## src/rtl/cache_pkg.sv

```systemverilog
`default_nettype none
// ============================================================================
// Module      : cache_pkg
// Description : Shared cache types, AXI encodings and write-back FSM states.
// Revision    : 1.0 - initial release
// ============================================================================
package cache_pkg;

    typedef logic [31:0] phys_t;
    typedef logic [7:0]  uint8_t;

    localparam logic [1:0] c_AXI_BURST_INCR  = 2'b01;
    localparam logic [1:0] c_AXI_RESP_OKAY   = 2'b00;
    localparam logic [1:0] c_AXI_RESP_SLVERR = 2'b10;

    typedef enum logic [1:0] {
        IDLE = 2'd0,
        ADDR = 2'd1,
        DATA = 2'd2,
        RESP = 2'd3
    } wb_state_t;

    function automatic logic [2:0] axi_size(input int bytes);
        return 3'($clog2(bytes));
    endfunction

endpackage
`default_nettype wire

```

## src/rtl/victim_wb_engine_if.sv

```systemverilog
`default_nettype none
// ============================================================================
// Module      : victim_wb_engine_if
// Description : AXI write channel (AW/W/B) bundle between engine and memory.
// Revision    : 1.0 - initial release
// ============================================================================
interface victim_wb_engine_if #(
    parameter int DATA_WIDTH = 32
);
    import cache_pkg::*;

    phys_t                   awaddr;
    logic [3:0]              awlen;
    logic [2:0]              awsize;
    logic [1:0]              awburst;
    logic                    awvalid;
    logic                    awready;
    logic [DATA_WIDTH-1:0]   wdata;
    logic [DATA_WIDTH/8-1:0] wstrb;
    logic                    wlast;
    logic                    wvalid;
    logic                    wready;
    logic                    bvalid;
    logic                    bready;
    logic [1:0]              bresp;

    modport master (
        output awaddr, awlen, awsize, awburst, awvalid,
        output wdata, wstrb, wlast, wvalid,
        output bready,
        input  awready, wready, bvalid, bresp
    );

    modport slave (
        input  awaddr, awlen, awsize, awburst, awvalid,
        input  wdata, wstrb, wlast, wvalid,
        input  bready,
        output awready, wready, bvalid, bresp
    );

endinterface
`default_nettype wire

```

## src/rtl/victim_wb_engine.sv

```systemverilog
`default_nettype none
// ============================================================================
// Module      : victim_wb_engine
// Description : Pops dirty victim lines and writes each as one AXI INCR burst.
//               VICTIM_WB_ENGINE_AW_W_PARALLEL_EN issues AW and W concurrently.
// Revision    : 1.0 - initial release
// ============================================================================
module victim_wb_engine
    import cache_pkg::*;
#(
    parameter  int LINE_WIDTH  = 256,
    parameter  int DATA_WIDTH  = 32,
    localparam int BEATS       = LINE_WIDTH / DATA_WIDTH,
    localparam int LABEL_WIDTH = 32 - $clog2(LINE_WIDTH / 8)
) (
    input  wire                              clk,
    input  wire                              rst,
    input  wire [LABEL_WIDTH+LINE_WIDTH-1:0] rline,
    input  wire                              empty,
    output logic                             pop,
    output logic                             busy,
    output logic [LABEL_WIDTH-1:0]           busy_label,
    output logic                             err,
    victim_wb_engine_if.master               axi
);

    localparam int               CNT_W       = (BEATS > 1) ? $clog2(BEATS) : 1;
    localparam int               OFFSET_W    = 32 - LABEL_WIDTH;
    localparam logic [CNT_W-1:0] c_LAST_BEAT = CNT_W'(BEATS - 1);

    typedef logic [BEATS-1:0][DATA_WIDTH-1:0] line_t;

    wb_state_t              r_state;
    wb_state_t              w_state_nxt;
    logic [CNT_W-1:0]       r_cnt;
    logic [LABEL_WIDTH-1:0] r_label;
    line_t                  r_data;
    logic                   r_err;

    logic w_pop;
    logic w_awvalid;
    logic w_wvalid;
    logic w_bready;
    logic w_is_last;
    logic w_w_hs;
    logic w_b_hs;

    assign w_is_last = (r_cnt == c_LAST_BEAT);
    assign w_w_hs    = w_wvalid & axi.wready;
    assign w_b_hs    = w_bready & axi.bvalid;

`ifdef VICTIM_WB_ENGINE_AW_W_PARALLEL_EN
    logic r_aw_done;
    logic r_w_done;
    logic w_aw_hs;

    assign w_aw_hs = w_awvalid & axi.awready;
`endif

    always_ff @(posedge clk) begin
        if (rst) begin
            r_state <= IDLE;
        end else begin
            r_state <= w_state_nxt;
        end
    end

    always_comb begin
        w_state_nxt = r_state;
        w_pop       = 1'b0;
        w_awvalid   = 1'b0;
        w_wvalid    = 1'b0;
        w_bready    = 1'b0;
        case (r_state)
            IDLE: begin
                // Gating with rst keeps a line from being popped and then lost.
                if (!empty && !rst) begin
                    w_pop = 1'b1;
`ifdef VICTIM_WB_ENGINE_AW_W_PARALLEL_EN
                    w_state_nxt = DATA;
`else
                    w_state_nxt = ADDR;
`endif
                end
            end
            ADDR: begin
                w_awvalid = 1'b1;
                if (axi.awready) begin
                    w_state_nxt = DATA;
                end
            end
            DATA: begin
`ifdef VICTIM_WB_ENGINE_AW_W_PARALLEL_EN
                w_awvalid = !r_aw_done;
                w_wvalid  = !r_w_done;
                if ((r_aw_done || axi.awready) &&
                    (r_w_done || (axi.wready && w_is_last))) begin
                    w_state_nxt = RESP;
                end
`else
                w_wvalid = 1'b1;
                if (axi.wready && w_is_last) begin
                    w_state_nxt = RESP;
                end
`endif
            end
            RESP: begin
                w_bready = 1'b1;
                if (axi.bvalid) begin
                    w_state_nxt = IDLE;
                end
            end
            default: begin
                w_state_nxt = IDLE;
            end
        endcase
    end

    always_ff @(posedge clk) begin
        if (rst) begin
            r_cnt   <= '0;
            r_label <= '0;
            r_data  <= '0;
            r_err   <= 1'b0;
`ifdef VICTIM_WB_ENGINE_AW_W_PARALLEL_EN
            r_aw_done <= 1'b0;
            r_w_done  <= 1'b0;
`endif
        end else begin
            if (w_pop) begin
                {r_label, r_data} <= rline;
            end
            if (w_w_hs) begin
                r_cnt <= w_is_last ? '0 : r_cnt + CNT_W'(1);
            end
            if (w_b_hs && (axi.bresp != c_AXI_RESP_OKAY)) begin
                r_err <= 1'b1;
            end
`ifdef VICTIM_WB_ENGINE_AW_W_PARALLEL_EN
            if (w_pop) begin
                r_aw_done <= 1'b0;
                r_w_done  <= 1'b0;
            end else begin
                if (w_aw_hs) begin
                    r_aw_done <= 1'b1;
                end
                if (w_w_hs && w_is_last) begin
                    r_w_done <= 1'b1;
                end
            end
`endif
        end
    end

    assign pop         = w_pop;
    assign busy        = (r_state != IDLE);
    assign busy_label  = r_label;
    assign err         = r_err;

    assign axi.awaddr  = {r_label, {OFFSET_W{1'b0}}};
    assign axi.awlen   = 4'(BEATS - 1);
    assign axi.awsize  = axi_size(DATA_WIDTH / 8);
    assign axi.awburst = c_AXI_BURST_INCR;
    assign axi.awvalid = w_awvalid;
    assign axi.wdata   = r_data[r_cnt];
    assign axi.wstrb   = '1;
    assign axi.wlast   = w_wvalid & w_is_last;
    assign axi.wvalid  = w_wvalid;
    assign axi.bready  = w_bready;

endmodule
`default_nettype wire
```

## src/flat_wrapper.sv

```systemverilog
// flat-port wrapper written by rule: the top's interface ports become plain ports
module victim_wb_engine_flat import cache_pkg::*;
#(
    parameter  int LINE_WIDTH  = 256,
    parameter  int DATA_WIDTH  = 32,
    localparam int BEATS       = LINE_WIDTH / DATA_WIDTH,
    localparam int LABEL_WIDTH = 32 - $clog2(LINE_WIDTH / 8)
)
  (clk, rst, rline, empty, pop, busy, busy_label, err, axi_awaddr, axi_awlen, axi_awsize, axi_awburst, axi_awvalid, axi_wdata, axi_wstrb, axi_wlast, axi_wvalid, axi_bready, axi_awready, axi_wready, axi_bvalid, axi_bresp);
  victim_wb_engine_if #(.DATA_WIDTH(DATA_WIDTH)) axi_i ();
  input  wire clk;
  input  wire rst;
  input  wire [LABEL_WIDTH+LINE_WIDTH-1:0] rline;
  input  wire empty;
  output logic pop;
  output logic busy;
  output logic [LABEL_WIDTH-1:0] busy_label;
  output logic err;
  output wire logic [$bits(axi_i.awaddr)-1:0] axi_awaddr;
  output wire logic [$bits(axi_i.awlen)-1:0] axi_awlen;
  output wire logic [$bits(axi_i.awsize)-1:0] axi_awsize;
  output wire logic [$bits(axi_i.awburst)-1:0] axi_awburst;
  output wire logic [$bits(axi_i.awvalid)-1:0] axi_awvalid;
  output wire logic [$bits(axi_i.wdata)-1:0] axi_wdata;
  output wire logic [$bits(axi_i.wstrb)-1:0] axi_wstrb;
  output wire logic [$bits(axi_i.wlast)-1:0] axi_wlast;
  output wire logic [$bits(axi_i.wvalid)-1:0] axi_wvalid;
  output wire logic [$bits(axi_i.bready)-1:0] axi_bready;
  input wire logic [$bits(axi_i.awready)-1:0] axi_awready;
  input wire logic [$bits(axi_i.wready)-1:0] axi_wready;
  input wire logic [$bits(axi_i.bvalid)-1:0] axi_bvalid;
  input wire logic [$bits(axi_i.bresp)-1:0] axi_bresp;
  assign axi_awaddr = axi_i.awaddr;
  assign axi_awlen = axi_i.awlen;
  assign axi_awsize = axi_i.awsize;
  assign axi_awburst = axi_i.awburst;
  assign axi_awvalid = axi_i.awvalid;
  assign axi_wdata = axi_i.wdata;
  assign axi_wstrb = axi_i.wstrb;
  assign axi_wlast = axi_i.wlast;
  assign axi_wvalid = axi_i.wvalid;
  assign axi_bready = axi_i.bready;
  assign axi_i.awready = axi_awready;
  assign axi_i.wready = axi_wready;
  assign axi_i.bvalid = axi_bvalid;
  assign axi_i.bresp = axi_bresp;
  victim_wb_engine #(.LINE_WIDTH(LINE_WIDTH), .DATA_WIDTH(DATA_WIDTH)) u_core (.clk(clk), .rst(rst), .rline(rline), .empty(empty), .pop(pop), .busy(busy), .busy_label(busy_label), .err(err), .axi(axi_i));
endmodule
```

## config.mk

```make
export PLATFORM = sky130hd
export DESIGN_NAME = victim_wb_engine_flat
export DESIGN_NICKNAME = d
export VERILOG_FILES = /design/src/rtl/cache_pkg.sv /design/src/rtl/victim_wb_engine_if.sv /design/src/rtl/victim_wb_engine.sv /design/src/flat_wrapper.sv
export SDC_FILE = /design/constraint.sdc
export NUM_CORES = 1
export LEC_CHECK = 0
export ABC_AREA = 1
export CAP_MARGIN = 20
export CORE_MARGIN = 2
export CORE_UTILIZATION = 31
export CTS_CLUSTER_DIAMETER = 100
export DETAILED_ROUTE_END_ITERATION = 10
export DONT_BUFFER_PORTS = 1
export HOLD_SLACK_MARGIN = 0.1
export SETUP_SLACK_MARGIN = 0.5
export SYNTH_ARGS = -nofsm -noshare
export SYNTH_HDL_FRONTEND = slang
export SYNTH_SLANG_ARGS = --single-unit
export TNS_END_PERCENT = 30
```

## constraint.sdc

```tcl
create_clock -name clk -period 1.6 [get_ports clk]
set_clock_uncertainty 0.05 [all_clocks]
set_input_delay 0.16 -clock clk [delete_from_list [all_inputs] [get_ports clk]]
set_output_delay 0.16 -clock clk [all_outputs]
set_load 0.005 [all_outputs]
```

# After elaboration in Yosys (flattened, before gate mapping)
# Cells that the tools add are included.
dict set report op_classes {
  addsub 1
  magnitude_cmp 1
  n_eq_ne 8
  n_mux 13
  bitwise 3
  reduce_logical 9
}
# cell n
set op_table {}
lappend op_table {{32-bit binary-select mux with 3-bit select} 1}
lappend op_table {{32-bit two-way mux} 1}
lappend op_table {{2-bit two-way mux} 4}
lappend op_table {{2-bit one-hot mux with 4 select lines} 1}
lappend op_table {{1-bit two-way mux} 5}
lappend op_table {{2-bit equality test (second input constant)} 2}
lappend op_table {{3-bit by 4-bit less-than comparator with 1-bit output (second input constant)} 1}
lappend op_table {{2-bit by 1-bit != test with 1-bit output (second input constant)} 2}
lappend op_table {{2-bit != test (second input constant)} 2}
lappend op_table {{4-bit AND reduction} 1}
lappend op_table {{2-bit nonzero test} 2}
lappend op_table {{3-bit by 1-bit adder with 3-bit output (second input constant)} 1}
lappend op_table {{1-bit bitwise AND} 3}
lappend op_table {{3-bit equality test (second input constant)} 1}
lappend op_table {{1-bit logical AND} 3}
lappend op_table {{3-bit two-way mux} 1}
lappend op_table {{2-bit by 1-bit equality test with 1-bit output (second input constant)} 1}
lappend op_table {{1-bit logical NOT} 2}
lappend op_table {{2-bit logical NOT} 1}
dict set report totals {
  reg_bits 289
  inputBits 291
  elab_cells 47
}

# Depth between registers and ports, before layout
dict set report depth {
  ltp_word 4
  ltp_mapped 8
}

# Least setup slack after synthesis
# Ideal clock, no wire load.
dict set report synth_path {
  kind {register to register}
  startpoint {reg u_core.r_state[0]}
  endpoint {reg u_core.r_data[45] (netlist bit)}
  setup_time_ps 87
  arrival_time_ps 1361
  path_slack_ps 102
  stages_incl_launch_ff 9
  n_path_buf 2
  synth_period_minus_slack_ps 1498
  path_cell_list {dfxtp_1 -> inv_1 -> ha_1 -> inv_1 -> nor3_4 -> buf_2 -> buf_2 -> nand2_1 -> o31ai_1}
}
dict set report synth_via {
  elab_chain_len 2
}
# item line
set synth_lines {}
lappend synth_lines {{start, declared} victim_wb_engine.sv:33} ;# wb_state_t r_state;
lappend synth_lines {{start signal, assigned} victim_wb_engine.sv:64} ;# r_state <= w_state_nxt;
lappend synth_lines {{2-bit logical NOT} victim_wb_engine.sv:74} ;# case (r_state)
lappend synth_lines {{1-bit two-way mux} victim_wb_engine.sv:74}
lappend synth_lines {{end signal, assigned} victim_wb_engine.sv:131} ;# {r_label, r_data} <= rline;
lappend synth_lines {{end, declared} victim_wb_engine.sv:37} ;# line_t r_data;
# No other way between the ends.
# A chain may end at the register's enable or synchronous reset.

# Final worst setup path
dict set report layout_path {
  startpoint {reg u_core.r_cnt[0]}
  endpoint {out axi_wdata[2]}
}
dict set report layout_via {
  elab_chain_len 2
}
# item line
set layout_lines {}
lappend layout_lines {{start, declared} victim_wb_engine.sv:35} ;# logic [CNT_W-1:0] r_cnt;
lappend layout_lines {{start signal, assigned} victim_wb_engine.sv:134} ;# r_cnt <= w_is_last ? '0 : r_cnt + CNT_W'(1);
lappend layout_lines {{32-bit binary-select mux with 3-bit select} victim_wb_engine.sv:165} ;# assign axi.wdata = r_data[r_cnt];
lappend layout_lines {{32-bit two-way mux (implied by the code)} victim_wb_engine.sv:165}
lappend layout_lines {{end, declared} flat_wrapper.sv:24} ;# output wire logic [$bits(axi_i.wdata)-1:0] axi_wdata;
# No other way between the ends. The select of a mux whose other input is x is not followed.

==> metrics <==
crit end category=output pin; Antenna Nets Post-Route=0; hold_sp=rline[164]; gr usage total=0.247; H-tree depth=2; core area=40,800 um^2; Lkg Pwr=8.73 nW; routed vias=14,400; first-pass GRT wire length=82.5 mm; multiplexer share of the synthesized area=0; synth unique cells=18; full die area=43,000 um^2; Mapped Cells=1,792; fin crit period=2.16 ns; Synth Cell Area=12,800 um^2; Clock Latency Late Sink=0.53 ns; gr ovfl total=0; hold slack=-0.307 ns; clock buffers created by TritonCTS=34; # rows=74; post-synthesis xor/xnor area fraction=0; CTS sink cnt=289; Avg Cell Area, Syn=7.15 um^2; max incr delay on CP=0.38 ns; commonest non-fill, non-tap cell in the layout=nand2_1; Max Root-Sink Buffers=3; worst vdd ir=0.842 mV; Hold Crit Endpoint=u_core.r_data[164]; Final GP Congestion=0.886; number of global-route vias before repair=13,500; sequential share of the synthesized area=0.451; Final period util=1.35; HP Class=in -> reg; CTS tree=done; largest net degree at the start of global routing=135; setup violators final=316; Starting Density=0.314; via/cell ratio=5.36; final-layout fill cell count=3,370; Chip Height=207 um; Synth Area in Compound Gates=0.233; Worst Path Required=1.39 ns; YS warnings=0; DRT Pass-1 Iters=6; Port Buf Inserts=0; Max Fclk=463 MHz; Final Hold Fails=131; share of cells above drive strength 1=0.264; RSZ-0062 raised after global routing=true; Hold Path Depth=2; r2r setup slk=-0.33 ns; I/O pin cnt=402; Final Max Slew Viols=0; final WL=60.7 mm; die width=207 um; DP Wirelength=33.2 mm; Cell Pwr Density=1350 nW/um^2; Synth Area in Adders=0.00586; Rel. slew slack=0.446; Nets=2,425; startpoint types=flip-flop; r2r startpoint=u_core.r_state[1]; crit path kind=reg -> out; status=complete, but fails checks; CP most frequent cell=nand2_2; post-synthesis simple-gate area fraction=0.191; Area Growth Syn to Fin=67.3%; max-cap violation count=0; Yosys reg bits=289; 1st-iter DRT viols=1,452; critical-path maximum fanout=20; initial antenna violation count=3; DRC viols=0; clk root buf=clkbuf_16; Final Total Pwr=28.9 mW; largest family of logic cells by synthesized area=compound AO/OA/AOI/OAI gates; RR Endpoint=u_core.r_data[231]; R2R depth=12; crit-path cells=buf_12 -> buf_16 -> o211ai_1 -> nand2_1 -> nand2_2 -> nand2_2; WL/cell=22.6 um; Clock Pin Slew Worst Setup and Hold Paths=0.06 ns; CP max-delay cell=dfxtp_4; commonest cells after routing, fill and taps aside=455 x nand2_1, 285 x dfxtp_1, 282 x dlygate4sd3_1; DP Worst Slack=-0.0204 ns; Util after Layout=0.525; failing checks=negative hold slack, negative setup slack; critical path data arrival time=1.95 ns; final worst slack=-0.559 ns; measured slew at the worst slew-check pin=0.828 ns
[layer usage]
layer / routed length [um] / global-route usage / up-vias
li1: - / - / 6488
met3: 5120 / 0.0487 / 255
met1: 23400 / 0.310 / 6725
met4: 3870 / 0.125 / 0
met5: 0 / 0 / -
met2: 28400 / 0.403 / 917
[layout make-up]
type | count | area (um^2) | area share
repair buffers | 472 | 6070 | 0.283
flip-flops and latches | 289 | 5800 | 0.270
inverters | 142 | 541 | 0.0252
well taps | 532 | 666 | 0.0310
diodes | 4 | 10.0 | 0.000467
multi-input cells | 1189 | 7330 | 0.342
clock inverters | 4 | 27.5 | 0.00128
clock buffers | 53 | 1010 | 0.0472
[power breakdown]
part	switching, mW	internal, mW
Combinational	6.47	5.41
Clock	3.15	4.35
Sequential	0.819	8.66
Total	10.4	18.4
[stage by stage]
stage | cell area, um^2 | instances | setup TNS [ns]
floorplan | 13000 | 1808 | 0
global placement | 13700 | 2252 | -0.0419
detailed placement | 13700 | 2252 | -0.0322
CTS | 19800 | 2652 | -46.59
global route | 21400 | 2684 | -73.89
finish | 21500 | 2685 | -57.42
[registers in the layout (all words and copies together), names as in the netlist]
signal / cells
u_core.r_cnt: 3
u_core.err: 1
u_core.busy_label: 27
u_core.r_state: 2
u_core.r_data: 256
[synth_stat cells]
library cell	n	share of area
nand2_1	641	0.19
inv_1	141	0.041
buf_2	83	0.032
nand4_1	1	0.00049
a211oi_1	2	0.0012
o211ai_1	33	0.019
nor2_1	6	0.0018
a21oi_1	100	0.039
nor3_4	1	0.0013
clkbuf_1	45	0.013
buf_4	45	0.026
buf_1	15	0.0044
clkinv_1	1	0.00029
dfxtp_1	289	0.45
ha_1	6	0.0059
o21ai_0	253	0.099
o31ai_1	128	0.075
conb_1	2	0.00059
[how the worst max path moves through the flow]
stage | cells past startpoint | startpoint | to
floorplan | 7 | u_core.r_state[1] | u_core.r_data[160]
global route | 7 | u_core.r_cnt[0] | axi_wdata[2]
finish | 6 | u_core.r_cnt[0] | axi_wdata[2]
detailed placement | 7 | u_core.r_cnt[0] | axi_wdata[4]
global placement | 6 | u_core.r_cnt[0] | axi_wdata[4]
CTS | 8 | u_core.r_cnt[0] | axi_wdata[19]
[logic make-up after synthesis]
group	Yosys count
buffers and inverters	330
adder cells (fa/ha/maj)	6
other	2
AO/OA/AOI/OAI	516
flip-flops	289
AND/OR/NAND/NOR	649
[critical path, delay by kind of cell (launching register included)]
family | cells | cell delay [ns]
flip-flops | 1 | 0.38
buffers and inverters | 2 | 0.34
AO/OA/AOI/OAI | 1 | 0.28
AND/OR/NAND/NOR | 3 | 0.41
[repair_timing]
action                                  CTS  global route
setup buffers                            34             8
endpoints found under the setup margin  382           382
resized for setup                       335           347
pin swaps                                15            13
hold buffers                            274             8
cloned                                   35            13
hold endpoints to repair                289           149
(Power assumes the default switching activity.)
